File: config.mk
export PLATFORM = sky130hd
export DESIGN_NAME = rv32i_fetch_unit
export DESIGN_NICKNAME = d
export VERILOG_FILES = /design/src/rtl/rv32i_fetch_unit.sv
export SDC_FILE = /design/constraint.sdc
export NUM_CORES = 1
export LEC_CHECK = 0
export CAP_MARGIN = 20
export CELL_PAD_IN_SITES_DETAIL_PLACEMENT = 1
export CELL_PAD_IN_SITES_GLOBAL_PLACEMENT = 1
export CORE_MARGIN = 1.5
export CORE_UTILIZATION = 45
export DETAILED_ROUTE_END_ITERATION = 8
export PLACE_DENSITY_LB_ADDON = 0.1
export SKIP_LAST_GASP = 1
export SLEW_MARGIN = 20
export SYNTH_ARGS = -nofsm -noshare
export SYNTH_HDL_FRONTEND = slang
export SYNTH_SLANG_ARGS = --single-unit
File: constraint.sdc
create_clock -name pll_1_200MHz -period 4.55 [get_ports pll_1_200MHz]
set_input_delay 0.91 -clock pll_1_200MHz [delete_from_list [all_inputs] [get_ports pll_1_200MHz]]
set_output_delay 0.91 -clock pll_1_200MHz [all_outputs]
set_load 0.01 [all_outputs]
File: src/rtl/rv32i_fetch_unit.sv
// Instruction fetch stage: owns the PC, issues in-order memory requests, buffers words in a prefetch queue.
// Define FETCH_MISALIGN_TRAP_EN to reject misaligned redirects and pulse fetch_misaligned instead.
module rv32i_fetch_unit #(
  parameter int              XLEN         = 32,
  parameter logic [XLEN-1:0] RESET_VECTOR = '0,
  parameter int              QUEUE_DEPTH  = 4
) (
  input  logic            pll_1_200MHz,
  input  logic            system_reset,
  input  logic            redirect_valid,
  input  logic [XLEN-1:0] redirect_target,
  output logic            imem_req_valid,
  input  logic            imem_req_ready,
  output logic [XLEN-1:0] imem_req_addr,
  input  logic            imem_rsp_valid,
  input  logic [31:0]     imem_rsp_data,
  output logic            fetch_valid,
  input  logic            fetch_ready,
  output logic [31:0]     fetch_instruction,
  output logic [XLEN-1:0] fetch_pc
`ifdef FETCH_MISALIGN_TRAP_EN
  ,output logic           fetch_misaligned
`endif
);

  localparam int PW = $clog2(QUEUE_DEPTH);
  localparam int CW = PW + 1;

  logic [XLEN-1:0] r_pc;
  logic [XLEN-1:0] r_shadow;
  logic [31:0]     r_q_instr [QUEUE_DEPTH];
  logic [XLEN-1:0] r_q_pc    [QUEUE_DEPTH];
  logic [PW-1:0]   r_rd_ptr;
  logic [PW-1:0]   r_wr_ptr;
  logic [CW-1:0]   r_count;
  logic [CW-1:0]   r_inflight;
  logic [CW-1:0]   r_drop;

  logic [CW-1:0]   w_used;
  logic            w_has_credit;
  logic            w_redirect;
  logic [XLEN-1:0] w_target;
  logic            w_req_fire;
  logic            w_push;
  logic            w_pop;
  logic            w_not_empty;

`ifdef FETCH_MISALIGN_TRAP_EN
  logic w_misaligned;
  logic r_misaligned;

  assign w_misaligned     = redirect_valid && (redirect_target[1:0] != 2'b00);
  assign w_redirect       = redirect_valid && !w_misaligned;
  assign w_target         = redirect_target;
  assign fetch_misaligned = r_misaligned;

  always_ff @(posedge pll_1_200MHz) begin
    if (system_reset) r_misaligned <= 1'b0;
    else              r_misaligned <= w_misaligned;
  end
`else
  assign w_redirect = redirect_valid;
  assign w_target   = redirect_target & ~XLEN'(3);
`endif

  // Credits count queue slots not yet claimed by a stored word or an outstanding request.
  assign w_used       = r_count + r_inflight;
  assign w_has_credit = w_used < CW'(QUEUE_DEPTH);

  assign imem_req_valid = !system_reset && w_has_credit && !redirect_valid;
  assign imem_req_addr  = r_pc;
  assign w_req_fire     = imem_req_valid && imem_req_ready;

  assign w_not_empty       = (r_count != '0);
  assign fetch_valid       = w_not_empty && !redirect_valid;
  assign fetch_instruction = w_not_empty ? r_q_instr[r_rd_ptr] : 32'h0;
  assign fetch_pc          = w_not_empty ? r_q_pc[r_rd_ptr] : '0;

  assign w_pop  = fetch_valid && fetch_ready;
  assign w_push = imem_rsp_valid && (r_drop == '0);

  always_ff @(posedge pll_1_200MHz) begin
    if (!system_reset && !w_redirect && w_push) begin
      r_q_instr[r_wr_ptr] <= imem_rsp_data;
      r_q_pc[r_wr_ptr]    <= r_shadow;
    end
  end

  always_ff @(posedge pll_1_200MHz) begin
    if (system_reset) begin
      r_pc       <= RESET_VECTOR;
      r_shadow   <= RESET_VECTOR;
      r_rd_ptr   <= '0;
      r_wr_ptr   <= '0;
      r_count    <= '0;
      r_inflight <= '0;
      r_drop     <= '0;
    end else if (w_redirect) begin
      // Every request still outstanding after this cycle belongs to the old path.
      r_pc       <= w_target;
      r_shadow   <= w_target;
      r_rd_ptr   <= '0;
      r_wr_ptr   <= '0;
      r_count    <= '0;
      r_inflight <= r_inflight - CW'(imem_rsp_valid);
      r_drop     <= r_inflight - CW'(imem_rsp_valid);
    end else begin
      if (w_req_fire) r_pc <= r_pc + XLEN'(4);
      r_inflight <= r_inflight + CW'(w_req_fire) - CW'(imem_rsp_valid);
      if (imem_rsp_valid && (r_drop != '0)) r_drop <= r_drop - CW'(1);
      if (w_push) begin
        r_shadow <= r_shadow + XLEN'(4);
        r_wr_ptr <= r_wr_ptr + PW'(1);
      end
      if (w_pop) r_rd_ptr <= r_rd_ptr + PW'(1);
      r_count <= r_count + CW'(w_push) - CW'(w_pop);
    end
  end

endmodule

Word-level counts from Yosys, hierarchy flattened
Memory sizes are Yosys's and may differ from the RTL's. A register that Yosys moved wholly into a read port is not among the register bits.
Index checks and enable logic that the tools add are counted.

word-level totals
  bits in writable memories = 256
  register bits = 77
  output and inout bits = 98
  input bits = 70
  word-level logic and storage cells = 56
  memories = 2

memory list
  memory     words  bits a word  read ports  clocked after Yosys merged registers in  wr ports  RTL line  source
  r_q_instr  4      32           1           1                                        1         31        logic [31:0] r_q_instr [QUEUE_DEPTH];
  r_q_pc     4      32           1           1                                        1         32        logic [XLEN-1:0] r_q_pc [QUEUE_DEPTH];

operators by class
  $lt $le $gt $ge = 1
  multiplexer cells = 15
  add/sub/neg operators = 11
  reduce and logical (&&, ||, !) cells = 18

operators with widths
  cell                                                                 count
  32-bit 2-to-1 mux                                                    6
  32-bit by 3-bit adder with 32-bit output (second input constant)     2
  1-bit logical AND                                                    9
  3-bit 2-to-1 mux                                                     3
  3-bit by 1-bit subtractor with 3-bit output                          3
  2-bit 2-to-1 mux                                                     4
  3-bit by 1-bit adder with 3-bit output                               2
  2-bit nonzero test                                                   3
  3-bit nonzero test                                                   2
  2-bit by 1-bit adder with 2-bit output (second input constant)       2
  3-bit adder                                                          1
  3-bit logical NOT                                                    1
  3-bit less-than comparator (second input constant)                   1
  3-bit by 1-bit subtractor with 3-bit output (second input constant)  1
  1-bit logical NOT                                                    2
  1-bit 2-to-1 mux                                                     2
  2-bit OR reduction                                                   1

Longest topological paths before layout
  depth after elaboration = 8
  gate-level depth with buffers = 14
  gate-level depth less buffers = 13

Least setup slack after synthesis
No wires, ideal clock.

  path kind = input to register
  start = input port redirect_valid
  end = memory r_q_instr[0][0], enable pin
  buffers on the path = 2
  arrival time = 3.057 ns
  slack = 1.066 ns
  setup time = 0.427 ns
  required time = 4.123 ns
  stages = 4
  cell sequence = buf_2 > nor2_2 > clkbuf_1 > and3_1

on the way
  word-level cells in the longest chain between the ends = 5

RTL lines
  what                                    RTL line  source
  from (decl)                             10        input logic redirect_valid,
  1-bit logical NOT                       83        if (!system_reset && !w_redirect && w_push) begin
  1-bit logical AND (2 in series)         83
  1-bit 2-to-1 mux                        83
  1-bit 2-to-1 mux (not written as such)  84        r_q_instr[r_wr_ptr] <= imem_rsp_data;
  to (decl)                               31

Every way passes these cells.

Final worst setup path
  start = input port redirect_valid
  end = output port imem_req_valid

on the way
  word-level cells in the longest chain between the ends = 2

RTL lines
  what               RTL line  source
  1-bit logical NOT  70        assign imem_req_valid = !system_reset && w_has_credit && !redirect_valid;
  1-bit logical AND  70
  to (decl)          12        output logic imem_req_valid,

Every way passes these cells.

==> summary.md <==
| Metric | Value |
|---|---|
| Status | `finished, final reports clean` |
| CTS sink cnt | `between 300 and 400` |
| Critical path class | `in -> out` |
| Req. time, crit path | `~3.6 ns` |
| Overall die width | `177 um` |
| Max Cap Viol | `0` |
| R2R Setup Slk | `~1.3 ns` |
| First-pass GRT wire length | `51.1 mm` |
| Net Sw Frac | `0.224` |
| CP cell instances | `clkdlybuf4s50_1 -> buf_4 -> clkinv_1 -> nand2_1 -> nor2_1 -> clkdlybuf4s50_1` |
| Max clock buf depth | `3` |
| Die Area | `about 31000 sq um` |
| Leak | `approximately 5.3 nW` |
| Area leader, netlist | `edfxtp_1` |
| Reg power frac | `0.503` |
| Final hold viol count | `0` |
| Fin nets | `approximately 1200` |
| Top cell type's share of synthesized area | `0.544` |
| # setup viols final | `0` |
| Gr usage total | `0.213` |
| CTS Buf Count | `34` |
| Root buffer cell | `clkbuf_16` |
| Synth Instances | `between 900 and 1000` |
| Slew @ Worst Pin | `0.994 ns` |
| Syn Std Cell Area | `13700 sq um` |
| Post-DP HPWL | `approximately 21 mm` |
| Setup TNS Final | `0 ns` |
| CP dominant cell by count | `clkdlybuf4s50_1` |
| CP startpoint | `redirect_valid` |
| CTS tree | `done` |
| Placeable Area | `29800 sq um` |
| Resized Gates After CTS | `0` |
| Slew headroom | `0.333` |
| Post-CTS Setup Inserts | `0` |
| Synth Area per Inst | `14.9 sq um` |
| RSZ-0062 raised after global routing | `no` |
| Sequential share of the synthesized area | `0.653` |
| Ranking of synthesized cells by area | `edfxtp_1 (54%), dfxtp_1 (11%), mux4_2 (10%)` |
| CP max stage cell | `clkdlybuf4s50_1` |
| Comb power frac | `0.085` |
| Via count | `8420` |
| Total gr overflow | `0` |
| Hold path depth | `2` |
| R2R depth | `14` |
| Avg Vias per Cell | `about 5.6` |
| Worst-path maximum fanout | `35` |
| Final WL | `approximately 33 mm` |
| Initial Utilization | `0.460` |
| Minimum clock period | `3.83 ns` |
| Worst-Skew Late Latency | `roughly 0.50 ns` |
| Count of input and output buffers | `roughly 160` |
| Clock-pin slew on the worst setup and hold paths | `around 0.07 ns` |
| Number of global-route vias before repair | `slightly below 9000` |
| Row count | `63` |
| Largest net degree at the start of global routing | `70` |
| Distinct cells, synth | `64` |
| WL per Instance | `between 20 and 25 um` |
| Worst Hold Path EP | `r_wr_ptr[1]` |
| Crit. End Element | `primary output` |
| DRC | `0` |
| Worst Min Path Start | `r_wr_ptr[1]` |
| WP data arrival | `2.92 ns` |
| Boundary pin count | `between 150 and 200` |
| Skew final | `0.0161 ns` |
| Initial antenna violation count | `0` |
| GP Congestion | `0.803` |
| Pwr Density | `just under 400 nW/um^2` |
| Antenna cells | `0` |
| Ys async rst share | `0` |
| CP Launch Type | `input port` |
| CTS H-tree lvls | `2` |
| Switching power | `1.48 mW` |
| Worst VDD drop | `217 uV` |
| FF-to-FF End | `r_inflight[2]` |
| Leading register cell type out of synthesis | `edfxtp_1` |
| Tot Pwr | `~6.6 mW` |
| Ys Warns | `0` |
| Layout cells sized above 1 | `0.142` |
| Layout Area Growth over Synthesis | `23.5%` |
| Chip Height | `approximately 180 um` |
| DRT Pass-1 Iters | `5` |
| Post-synthesis register bit count | `about 320` |
| Post-DRT Antenna Nets | `0` |
| Initial DRC Count | `between 400 and 500` |
| Final cycle utilization of the critical path | `0.842` |
| Worst path bufs/invs | `4` |
| Hold buffer count at CTS | `0` |
| Internal power | `around 5.1 mW` |
| FMAX | `between 200 and 300 MHz` |
| Tightest Hold Check Type | `reg -> reg` |
| EDFF count, synth | `approximately 250` |
| Crit path max-delay family | `buffers and inverters` |
| R2r startpoint | `r_count[1]` |
| CP max stage delay | `0.51 ns` |
| Clock group share of total power | `0.412` |
| Final Max Tran Viols | `0` |
==> power groups by stage <==
stage | registers (mW) | clock network [mW] | logic [mW]
2_1_floorplan | 3.37 | 0 | 0.283
3_3_place_gp | 3.38 | 0 | 0.558
3_5_place_dp | 3.39 | 0 | 0.568
4_1_cts | 3.33 | 2.79 | 0.574
5_1_grt | 3.34 | 2.88 | 0.615
6_report | 3.33 | 2.73 | 0.565
==> how the worst max path moves through the flow <==
| stage | endpoint | cells past startpoint | slack, ns |
|---|---|---|---|
| after floorplan | r_q_instr[0][0] | 4 | 1.07 |
| after global placement | imem_req_valid | 6 | 0.70 |
| after detailed placement | r_inflight[2] | 13 | 0.68 |
| after CTS | imem_req_valid | 6 | 0.70 |
| after global routing | imem_req_valid | 6 | 0.56 |
| final | imem_req_valid | 6 | 0.72 |
==> cell families (layout without fill, tap and decap cells) <==
| group | Yosys count | after routing | share of synthesized area |
|---|---|---|---|
| flip-flops | 323 | 323 | 0.653 |
| AND/OR/NAND/NOR | 271 | 271 | 0.114 |
| AO/OA/AOI/OAI | 114 | 114 | 0.0564 |
| buffers and inverters | 82 | 271 | 0.0263 |
| multiplexers | 65 | 65 | 0.104 |
| XOR/XNOR | 45 | 45 | 0.0288 |
| adder cells (fa/ha/maj) | 17 | 17 | 0.0166 |
| other | 1 | 4 | 0.000274 |
==> Yosys cell counts, types with 9 or more instances <==
master,number
edfxtp_1,248
dfxtp_1,75
mux4_2,62
nor2b_1,62
nand2_1,59
xnor2_1,38
clkbuf_1,31
nor2_1,30
inv_1,26
a21oi_1,24
nand3_1,21
nand4_1,20
a211oi_1,15
ha_1,15
a31oi_1,14
nor3_1,14
nor4_1,14
o211ai_1,13
a21boi_0,10
and3_1,9
buf_2,9
==> routing by layer <==
metal  track usage  vias up  part of all wire  wire (um)
met1         0.291     4294              0.45      14800
met4        0.0536        0             0.017        559
met2         0.357      229              0.49      16000
li1              -     3853                 -          -
met5             0        -                 0          0
met3        0.0319       44             0.046       1500
==> through the flow <==
step	hold slack, ns	cell area (sq um)	instances	util	worst slack, ns
6_report	0.496	16900	1500	0.568	0.720
5_1_grt	0.532	16900	1500	0.568	0.563
4_1_cts	0.499	16900	1500	0.568	0.697
3_5_place_dp	0.490	15800	1439	0.531	0.683
3_3_place_gp	0.482	15800	1439	0.531	0.700
2_1_floorplan	0.460	13700	921	-	1.07
==> layout by cell type, fill, tap and decap left out, types with 20 or more instances in the layout <==
| cell type | n |
|---|---|
| nand2_1 | 59 |
| mux4_2 | 62 |
| nand4_1 | 20 |
| clkbuf_16 | 35 |
| a21oi_1 | 24 |
| dfxtp_1 | 73 |
| inv_1 | 26 |
| nand3_1 | 21 |
| nor2b_1 | 62 |
| clkdlybuf4s50_1 | 161 |
| nor2_1 | 30 |
| edfxtp_1 | 248 |
| xnor2_1 | 38 |
==> flip-flops by register name (all words and copies together), names as in the netlist, named ones only <==
name and flops:
r_drop 3, r_q_pc 120, imem_req_addr 30, r_rd_ptr 2, r_inflight 3, r_count 3, r_wr_ptr 2, r_shadow 30
r_q_instr 128
==> worst reg2reg max path: stages (launching register included) <==
cell	delay, ns
dfxtp_1	0.41
ha_1	0.26
a31oi_1	0.29
xor2_1	0.12
buf_4	0.19
nor2_4	0.20
inv_2	0.21
ha_1	0.33
inv_1	0.04
ha_1	0.19
fa_1	0.38
xor2_1	0.15
o21ai_0	0.21
xnor2_1	0.15
nor2_1	0.06
==> area by class of cell <==
cell class	instances	area [sq um]
sequential	323	8950
clock inverter	13	155
clock buffer	48	935
timing repair buffer	181	1860
inverter	29	109
multi-input combinational	516	4410
fill	2859	12900
tap	390	488
Power figures use the tool's default switching activity.
